<file path="src/rtl/riscv_lsu_pkg.sv">
// Shared definitions for the riscv_lsu load/store unit:
// access-size encodings, the FSM state type and the store-side lane helpers.
package riscv_lsu_pkg;

    localparam logic [2:0] LDST_B  = 3'd0;
    localparam logic [2:0] LDST_H  = 3'd1;
    localparam logic [2:0] LDST_W  = 3'd2;
    localparam logic [2:0] LDST_BU = 3'd4;
    localparam logic [2:0] LDST_HU = 3'd5;

    typedef enum logic [1:0] {
        IDLE = 2'd0,
        BUSY = 2'd1,
        DONE = 2'd2
    } lsu_state_t;

    // Byte enables for an access; unknown sizes behave as a full word.
    function automatic logic [3:0] lsu_be(input logic [2:0] size, input logic [1:0] off);
        logic [3:0] be;
        case (size)
            LDST_B, LDST_BU: be = 4'b0001 << off;
            LDST_H, LDST_HU: be = off[1] ? 4'b1100 : 4'b0011;
            default:         be = 4'b1111;
        endcase
        return be;
    endfunction

    // Replicate right-aligned store data across every lane it could land in.
    function automatic logic [31:0] lsu_wdata(input logic [2:0] size, input logic [31:0] wd);
        logic [31:0] d;
        case (size)
            LDST_B, LDST_BU: d = {4{wd[7:0]}};
            LDST_H, LDST_HU: d = {2{wd[15:0]}};
            default:         d = wd;
        endcase
        return d;
    endfunction

    // True when the offset cannot be served by a single naturally aligned lane.
    function automatic logic lsu_misaligned(input logic [2:0] size, input logic [1:0] off);
        logic m;
        case (size)
            LDST_B, LDST_BU: m = 1'b0;
            LDST_H, LDST_HU: m = off[0];
            default:         m = (off != 2'b00);
        endcase
        return m;
    endfunction

endpackage

</file>
<file path="src/rtl/riscv_lsu_lane_ext.sv">
// Read-side lane select and sign/zero extension for the load/store unit.
// Pure combinational: word + size + byte offset -> right-aligned result.
module lsu_lane_ext
    import riscv_lsu_pkg::*;
(
    input  logic [31:0] i_word,
    input  logic [2:0]  i_size,
    input  logic [1:0]  i_offset,
    output logic [31:0] o_result
);

    logic [7:0]  w_byte;
    logic [15:0] w_half;

    // Pick the addressed byte and half-word out of the bus word.
    always_comb begin
        w_byte = i_word[7:0];
        case (i_offset)
            2'd0: w_byte = i_word[7:0];
            2'd1: w_byte = i_word[15:8];
            2'd2: w_byte = i_word[23:16];
            2'd3: w_byte = i_word[31:24];
            default: w_byte = i_word[7:0];
        endcase
        w_half = i_offset[1] ? i_word[31:16] : i_word[15:0];
    end

    // Extend the selected lane; sizes without a narrow meaning pass the word.
    always_comb begin
        o_result = i_word;
        case (i_size)
            LDST_B:  o_result = {{24{w_byte[7]}}, w_byte};
            LDST_BU: o_result = {24'd0, w_byte};
            LDST_H:  o_result = {{16{w_half[15]}}, w_half};
            LDST_HU: o_result = {16'd0, w_half};
            default: o_result = i_word;
        endcase
    end

endmodule

</file>
<file path="src/rtl/riscv_lsu.sv">
// Load/store unit between the core data port and a ready-handshake memory bus.
// Each core access becomes one word-aligned bus request; the core is stalled
// until the access reaches DONE.
// Optional build macro LSU_MISALIGN_CHECK_EN adds lsu_misalign_o and aborts
// misaligned H/HU/W accesses without touching the bus.
//
// Bus handshake: mem_req_o is held high with stable we/be/addr/wd for every
// BUSY cycle; the access completes on the first rising edge where
// mem_req_o and mem_ready_i are both 1, and mem_rd_i is sampled on that edge.
module riscv_lsu
    import riscv_lsu_pkg::*;
#(
    parameter int unsigned TIMEOUT_CYCLES = 0
) (
    input  logic        clk_i,
    input  logic        rst_ni,
    input  logic        core_req_i,
    input  logic        core_we_i,
    input  logic [2:0]  core_size_i,
    input  logic [31:0] core_addr_i,
    input  logic [31:0] core_wd_i,
    output logic [31:0] core_rd_o,
    output logic        core_stall_o,
    output logic        mem_req_o,
    output logic        mem_we_o,
    output logic [3:0]  mem_be_o,
    output logic [31:0] mem_addr_o,
    output logic [31:0] mem_wd_o,
    input  logic [31:0] mem_rd_i,
    input  logic        mem_ready_i,
    output logic        lsu_err_o
`ifdef LSU_MISALIGN_CHECK_EN
    ,
    output logic        lsu_misalign_o
`endif
);

    lsu_state_t  r_state;
    logic [2:0]  r_size;
    logic [1:0]  r_off;
    logic [31:0] r_rdata;
    logic [31:0] r_wait_cnt;
    logic        r_mem_req;
    logic        r_mem_we;
    logic [3:0]  r_mem_be;
    logic [31:0] r_mem_addr;
    logic [31:0] r_mem_wd;
    logic        r_err;
`ifdef LSU_MISALIGN_CHECK_EN
    logic        r_misalign;
`endif

    logic [31:0] w_cnt_next;
    logic        w_timeout;
    logic        w_misalign;
    logic [31:0] w_rd;

    assign w_cnt_next = r_wait_cnt + 32'd1;
    // The current BUSY cycle is the last one allowed; ready still takes priority.
    assign w_timeout  = (TIMEOUT_CYCLES != 0) && (w_cnt_next == TIMEOUT_CYCLES);

`ifdef LSU_MISALIGN_CHECK_EN
    assign w_misalign = lsu_misaligned(core_size_i, core_addr_i[1:0]);
`else
    assign w_misalign = 1'b0;
`endif

    // Access FSM: latch the request, run the bus handshake, present the result.
    always_ff @(posedge clk_i or negedge rst_ni) begin
        if (!rst_ni) begin
            r_state    <= IDLE;
            r_size     <= 3'd0;
            r_off      <= 2'd0;
            r_rdata    <= 32'd0;
            r_wait_cnt <= 32'd0;
            r_mem_req  <= 1'b0;
            r_mem_we   <= 1'b0;
            r_mem_be   <= 4'd0;
            r_mem_addr <= 32'd0;
            r_mem_wd   <= 32'd0;
            r_err      <= 1'b0;
`ifdef LSU_MISALIGN_CHECK_EN
            r_misalign <= 1'b0;
`endif
        end else begin
            r_err <= 1'b0;
`ifdef LSU_MISALIGN_CHECK_EN
            r_misalign <= 1'b0;
`endif
            case (r_state)
                IDLE: begin
                    if (core_req_i) begin
                        r_size     <= core_size_i;
                        r_off      <= core_addr_i[1:0];
                        r_mem_addr <= {core_addr_i[31:2], 2'b00};
                        r_mem_be   <= lsu_be(core_size_i, core_addr_i[1:0]);
                        r_mem_wd   <= lsu_wdata(core_size_i, core_wd_i);
                        r_wait_cnt <= 32'd0;
                        if (w_misalign) begin
                            r_rdata <= 32'd0;
`ifdef LSU_MISALIGN_CHECK_EN
                            r_misalign <= 1'b1;
`endif
                            r_state <= DONE;
                        end else begin
                            r_mem_req <= 1'b1;
                            r_mem_we  <= core_we_i;
                            r_state   <= BUSY;
                        end
                    end
                end
                BUSY: begin
                    r_wait_cnt <= w_cnt_next;
                    if (mem_ready_i) begin
                        r_rdata   <= mem_rd_i;
                        r_mem_req <= 1'b0;
                        r_mem_we  <= 1'b0;
                        r_state   <= DONE;
                    end else if (w_timeout) begin
                        r_rdata   <= 32'd0;
                        r_err     <= 1'b1;
                        r_mem_req <= 1'b0;
                        r_mem_we  <= 1'b0;
                        r_state   <= DONE;
                    end
                end
                DONE: begin
                    r_state <= IDLE;
                end
                default: begin
                    r_state <= IDLE;
                end
            endcase
        end
    end

    lsu_lane_ext u_lane_ext (
        .i_word   (r_rdata),
        .i_size   (r_size),
        .i_offset (r_off),
        .o_result (w_rd)
    );

    assign core_stall_o = core_req_i & (r_state != DONE);
    assign core_rd_o    = w_rd;
    assign mem_req_o    = r_mem_req;
    assign mem_we_o     = r_mem_we;
    assign mem_be_o     = r_mem_be;
    assign mem_addr_o   = r_mem_addr;
    assign mem_wd_o     = r_mem_wd;
    assign lsu_err_o    = r_err;
`ifdef LSU_MISALIGN_CHECK_EN
    assign lsu_misalign_o = r_misalign;
`endif

endmodule

</file>
<file path="config.mk">
export PLATFORM = sky130hd
export DESIGN_NAME = riscv_lsu
export DESIGN_NICKNAME = d
export VERILOG_FILES = /design/src/rtl/riscv_lsu_pkg.sv /design/src/rtl/riscv_lsu_lane_ext.sv /design/src/rtl/riscv_lsu.sv
export SDC_FILE = /design/constraint.sdc
export NUM_CORES = 1
export LEC_CHECK = 0
export CELL_PAD_IN_SITES_DETAIL_PLACEMENT = 2
export CELL_PAD_IN_SITES_GLOBAL_PLACEMENT = 2
export CORE_MARGIN = 4
export CORE_UTILIZATION = 25
export DETAILED_ROUTE_END_ITERATION = 16
export PLACE_DENSITY = 0.84
export RECOVER_POWER = 100
export SLEW_MARGIN = 15
export SYNTH_ARGS = -nofsm -noshare
export SYNTH_HDL_FRONTEND = slang
export SYNTH_HIERARCHICAL = 1
export SYNTH_SLANG_ARGS = --single-unit
export TNS_END_PERCENT = 10
</file>
<file path="constraint.sdc">
create_clock -name clk_i -period 2.2 [get_ports clk_i]
set_clock_uncertainty 0.15 [all_clocks]
set_input_delay 0.44 -clock clk_i [delete_from_list [all_inputs] [get_ports clk_i]]
set_output_delay 0.44 -clock clk_i [all_outputs]
set_load 0.02 [all_outputs]
</file>
Yosys cells after proc, flatten, opt, wreduce, memory -nomap -nowiden
Index checks and enable logic that the tools add are counted.
{"block": "word_totals", "reg_bits": 107, "input_bits": 104, "out_inout_bits": 104, "wordCells": 49}
{"block": "classes", "eq_ne": 13, "n_shift": 1, "n_mux": 14, "bitwise": 1, "n_reduce_logical": 11}
{"op": "one-hot mux 32 bit (4 select lines)", "count": 1}
{"op": "one-hot mux 32 bit (2 select lines)", "count": 1}
{"op": "one-hot mux 8 bit (4 select lines)", "count": 1}
{"op": "2-to-1 mux 16 bit", "count": 1}
{"op": "== test 3 bit (second input constant)", "count": 4}
{"op": "one-hot mux 4 bit (2 select lines)", "count": 1}
{"op": "== test 3 x 1 -> 1 bit (second input constant)", "count": 2}
{"op": "zero test 3 bit", "count": 2}
{"op": "!= test 2 bit (second input constant)", "count": 3}
{"op": "AND reduction 2 bit", "count": 3}
{"op": "== test 2 x 1 -> 1 bit (second input constant)", "count": 2}
{"op": "== test 2 bit (second input constant)", "count": 2}
{"op": "zero test 2 bit", "count": 2}
{"op": "2-to-1 mux 2 bit", "count": 2}
{"op": "2-to-1 mux 4 bit", "count": 1}
{"op": "one-hot mux 1 bit (2 select lines)", "count": 2}
{"op": "one-hot mux 2 bit (2 select lines)", "count": 1}
{"op": "OR reduction 2 bit", "count": 2}
{"op": "<< shifter 1 x 2 -> 4 bit (first input constant)", "count": 1}
{"op": "2-to-1 mux 1 bit", "count": 3}
{"op": "AND reduction 3 bit", "count": 1}
{"op": "nonzero test 2 bit", "count": 1}
{"op": "bitwise AND 1 bit", "count": 1}

Logic depth before layout (Yosys ltp)
{"block": "depth", "word_depth": 3, "ltp_mapped": 6, "depth_no_buf": 4}

Modules after synthesis
The synthesis kept the hierarchy.
{"mod": "riscv_lsu", "n_inst": 1, "cells_per_inst": 404, "area_each_um2": 4494.3, "seq_area_each_um2": 2677.6}
{"mod": "lsu_lane_ext", "n_inst": 1, "cells_per_inst": 111, "area_each_um2": 668.1, "seq_area_each_um2": 0.0}

Least setup slack after synthesis
Ideal clock, no wire load.
{"block": "synth_timing", "path_kind": "register -> output", "startpoint": "reg r_size[1]", "endpoint": "out core_rd_o[16]", "arrival_time_ps": 1615, "required_ps": 1610, "setup_slack_ps": -5, "path_stages_with_launch": 6, "path_cell_list": "dfrtp_1 -> clkbuf_1 -> or4_4 -> o22ai_4 -> buf_6 -> a21o_1"}
{"block": "synth_via", "elab_chain_len": 2, "elab_cells_between_ends": 5, "cone_classes": "eq/ne (3); mux (1); reduce/logical (1)"}
{"item": "start: declaration", "line_no": "riscv_lsu.sv:39", "text": "logic [2:0] r_size;"}
{"item": "start signal: assignment", "line_no": "riscv_lsu.sv:93", "text": "r_size <= core_size_i;"}
{"item": "== test 3 bit (tied with other cells)", "line_no": "riscv_lsu_lane_ext.sv:31", "text": "case (i_size)"}
{"item": "one-hot mux 32 bit (4 select lines) *", "line_no": "riscv_lsu_lane_ext.sv:31"}
{"item": "end: declaration", "line_no": "riscv_lsu.sv:22", "text": "output logic [31:0] core_rd_o,"}
Mark *: on every way between the ends. The rest lies on a longest branch, timed or not.

Worst setup path after layout
{"block": "layout_timing", "startpoint": "reg r_off[1]", "endpoint": "out core_rd_o[10]"}
{"block": "layout_via", "elab_chain_len": 3, "elab_cells_between_ends": 7, "cone_classes": "eq/ne (3); mux (3); reduce/logical (1)"}
{"item": "start: declaration", "line_no": "riscv_lsu.sv:40", "text": "logic [1:0] r_off;"}
{"item": "start signal: assignment", "line_no": "riscv_lsu.sv:94", "text": "r_off <= core_addr_i[1:0];"}
{"item": "== test 2 bit (tied with other cells)", "line_no": "riscv_lsu_lane_ext.sv:18", "text": "case (i_offset)"}
{"item": "one-hot mux 8 bit (4 select lines)", "line_no": "riscv_lsu_lane_ext.sv:18"}
{"item": "one-hot mux 32 bit (4 select lines) *", "line_no": "riscv_lsu_lane_ext.sv:31"}
Marks and branches as above.

==> out/results.txt <==
status - complete, but fails checks
violations in the final reports - negative setup slack
Setup crit end kind - output port
Clock Tree Buf Depth - 2
crit-path cells - mux4_2 -> and3b_2 -> a221o_1 -> buf_6
minimum clock period - 2.594 ns
maximum vdd drop - 0.0004376 V
Max Slew Vio Count - 0
H-tree levels - 3
P_int - 6589 µW
CP top delay family - multiplexers
Worst slew margin - 24.03%
CTS sink count - 107
synth unique cells - 37
RSZ-0062 raised after global routing - yes
layout cells sized above 1 - 20.08%
Critical Path AT - 2.00 ns
Mapped Area - 5162 µm²
Rows - 52
Logic pwr share - 55.1%
critical path type - reg -> out
initial antenna violation count - 2
final setup vio count - 32
Setup WS post-layout - -0.3939 ns
Max Fclk - 385.5 MHz
HP Class - reg -> reg
Ports - 208
Worst Path Required - 1.61 ns
Nets - 836
initial core utilization - 25.43%
First DRT Iteration DRCs - 103
via count - 4,644
worst-margin pin slew - 1.140 ns
post-CTS setup buffer count - 0
Bufs and invs on worst path - 1
Die Span Y - 151.7 µm
die area - 23,010 µm²
Yosys Warn Count - 6
post-synthesis sequential area ratio - 51.87%
most common cell after layout, fill and taps aside - nand2_1
Syn Area/Cell - 10.02 µm²
Crit-path slowest cell - mux4_2
CTS tree - built
Leak - 0.003759 µW
cell taking the most area after synthesis - dfrtp_1
Vias/cell - 4.612
total track usage - 17.49%
Routed Antenna Nets - 0
critical path peak fanout - 8
Psw - 4809 µW
power per cell area - 1443 nW/µm²
first-pass GRT wire length - 31,130 µm
Final Cycle Share - 117.9%
gpl congestion - 0.8494
vias in the first global route - 5,457
Flop pwr share - 29.9%
Worst setup SP type - flop
most frequent cells in the layout - nand2_1 (194), dfrtp_1 (106), clkdlybuf4s50_1 (100), dlygate4sd3_1 (71), mux2_2 (39)
Pre-antenna DRT Iters - 4
number of buffers created by CTS - 9
Port Buf Inserts - 204
diode count - 0
Clk Latency, worst-skew pair - 0.35 ns
largest net degree at the start of global routing - 38
post-synth top area share - 51.87%
Synth Register Bits - 107
Slowest Stage Delay on Critical Path - 0.52 ns
root buffer cell - clkbuf_16
die width - 151.7 µm
GR Overflow Total - 0
WL/cell - 19.67 µm
hpwl dp - 15,570 µm
clk slew on worst S/H paths - 0.08 ns
final non-filler cell total - 1,007
WL final - 19,810 µm
Residual DRC - 0
clock power share - 15.0%
synthesis-to-finish area growth - 53.03%
placed cell count - 990
Core Area - 20,300 µm²
Final Util - 38.92%
Sw Ratio - 42.19%
# Max-Cap Violations - 0
Synth area leaders - dfrtp_1 (52%), nand2_1 (14%), mux2_2 (8.5%)
synthesized instance count - 515
final hold vios - 0
cell families after synthesis:
family	after synthesis	synth area share [%]
other	1	0.07264
buffers and inverters	41	5.017
and+or+nand+nor	220	17.74
muxes	64	13.60
DFF	107	51.87
AOI/OAI and AO/OA	82	11.71
routing by layer:
metal | GRT usage [%] | share of wire, % | routed length (µm) | vias up
li1 | - | - | - | 2147
met1 | 19.47 | 37 | 7397 | 2302
met2 | 31.33 | 51 | 10180 | 170
met3 | 6.960 | 9.9 | 1958 | 21
met4 | 4.088 | 1.2 | 247 | 4
met5 | 0 | 0.14 | 27 | -
cell type report:
type,instances,area (µm²)
repair buffers,240,2317
clock inverters,5,61.31
flip-flops and latches,107,2679
clock buffers,11,242.7
well taps,270,337.8
inverters,5,18.77
multi-input cells,369,2243
fillers,2233,12400
state kept, by name, summed over array words and instances (netlist names):
register    flops
mem_addr_o     30
mem_be_o        4
mem_req_o       1
mem_wd_o       32
mem_we_o        1
r_off           2
r_rdata        32
r_size          3
r_state         2
worst reg2reg max path: cells and delay by family, from the launching register on:
kind	cells	cell delay, ns
compound gates	1	0.06
simple gates	2	0.68
flops	1	0.38
buf+inv	2	0.53
power groups by stage:
stage	Combinational [µW]	Clock, µW	Sequential (µW)
after floorplan	2780	0	3900
after global routing	6770	1870	3530
final	6280	1710	3400
after global placement	6320	0	3390
after CTS	6510	1780	3450
after detailed placement	6560	0	3470
through the flow:
step                total power [µW]  hold slack [ns]  setup TNS (ns)  instance area (µm²)  setup WS [ns]
floorplan                       6678        -0.005591        -0.05368                 5170      -0.005368
global placement                9706           0.2002          -10.46                 7676        -0.4006
detailed placement             10020           0.2042          -12.62                 7676        -0.4924
CTS                            11740           0.3371          -12.56                 7973        -0.4797
global route                   12180           0.3600          -13.68                 7900        -0.4740
finish                         11400           0.3246          -8.651                 7900        -0.3939
worst paths after layout:
check | from | endpoint | slack (ns) | depth (start not counted)
min in group asynchronous | rst_ni | r_rdata[21] | 0.69 | 2
worst max-delay path | r_off[1] | core_rd_o[10] | -0.39 | 4
worst min-delay path | mem_addr_o[19] | mem_addr_o[19] | 0.32 | 2
max in group asynchronous | rst_ni | mem_wd_o[14] | 0.24 | 3
worst min register to register | mem_addr_o[19] | mem_addr_o[19] | 0.32 | 2
worst max register to register | r_state[0] | mem_wd_o[17] | 0.26 | 5
cells in the mapped netlist (all sizes together):
cell and number:
o21ai 36, nor2 6, a22oi 7, inv 5, nand2b 8, nand2 194, o22ai 1, a31oi 2
nor3b 1, a221o 8, a21boi 1, mux2 39, o21bai 1, and3b 1, or4 1, a21o 17
mux4 1, dfrtp 107, mux2i 24, nand3 1, nand3b 2, buf 25, conb 1, nor2b 4
o22a 1, a21oi 8, clkbuf 11, or3b 1, or2 1
what timing repair did:
item | CTS | global route
resized for setup | 142 | 38
hold endpoints to repair | 16 | 0
hold buffers | 1 | 0
pin swaps | 0 | 2
endpoints found under the setup margin | 33 | 32
Power figures use the tool's default switching activity.
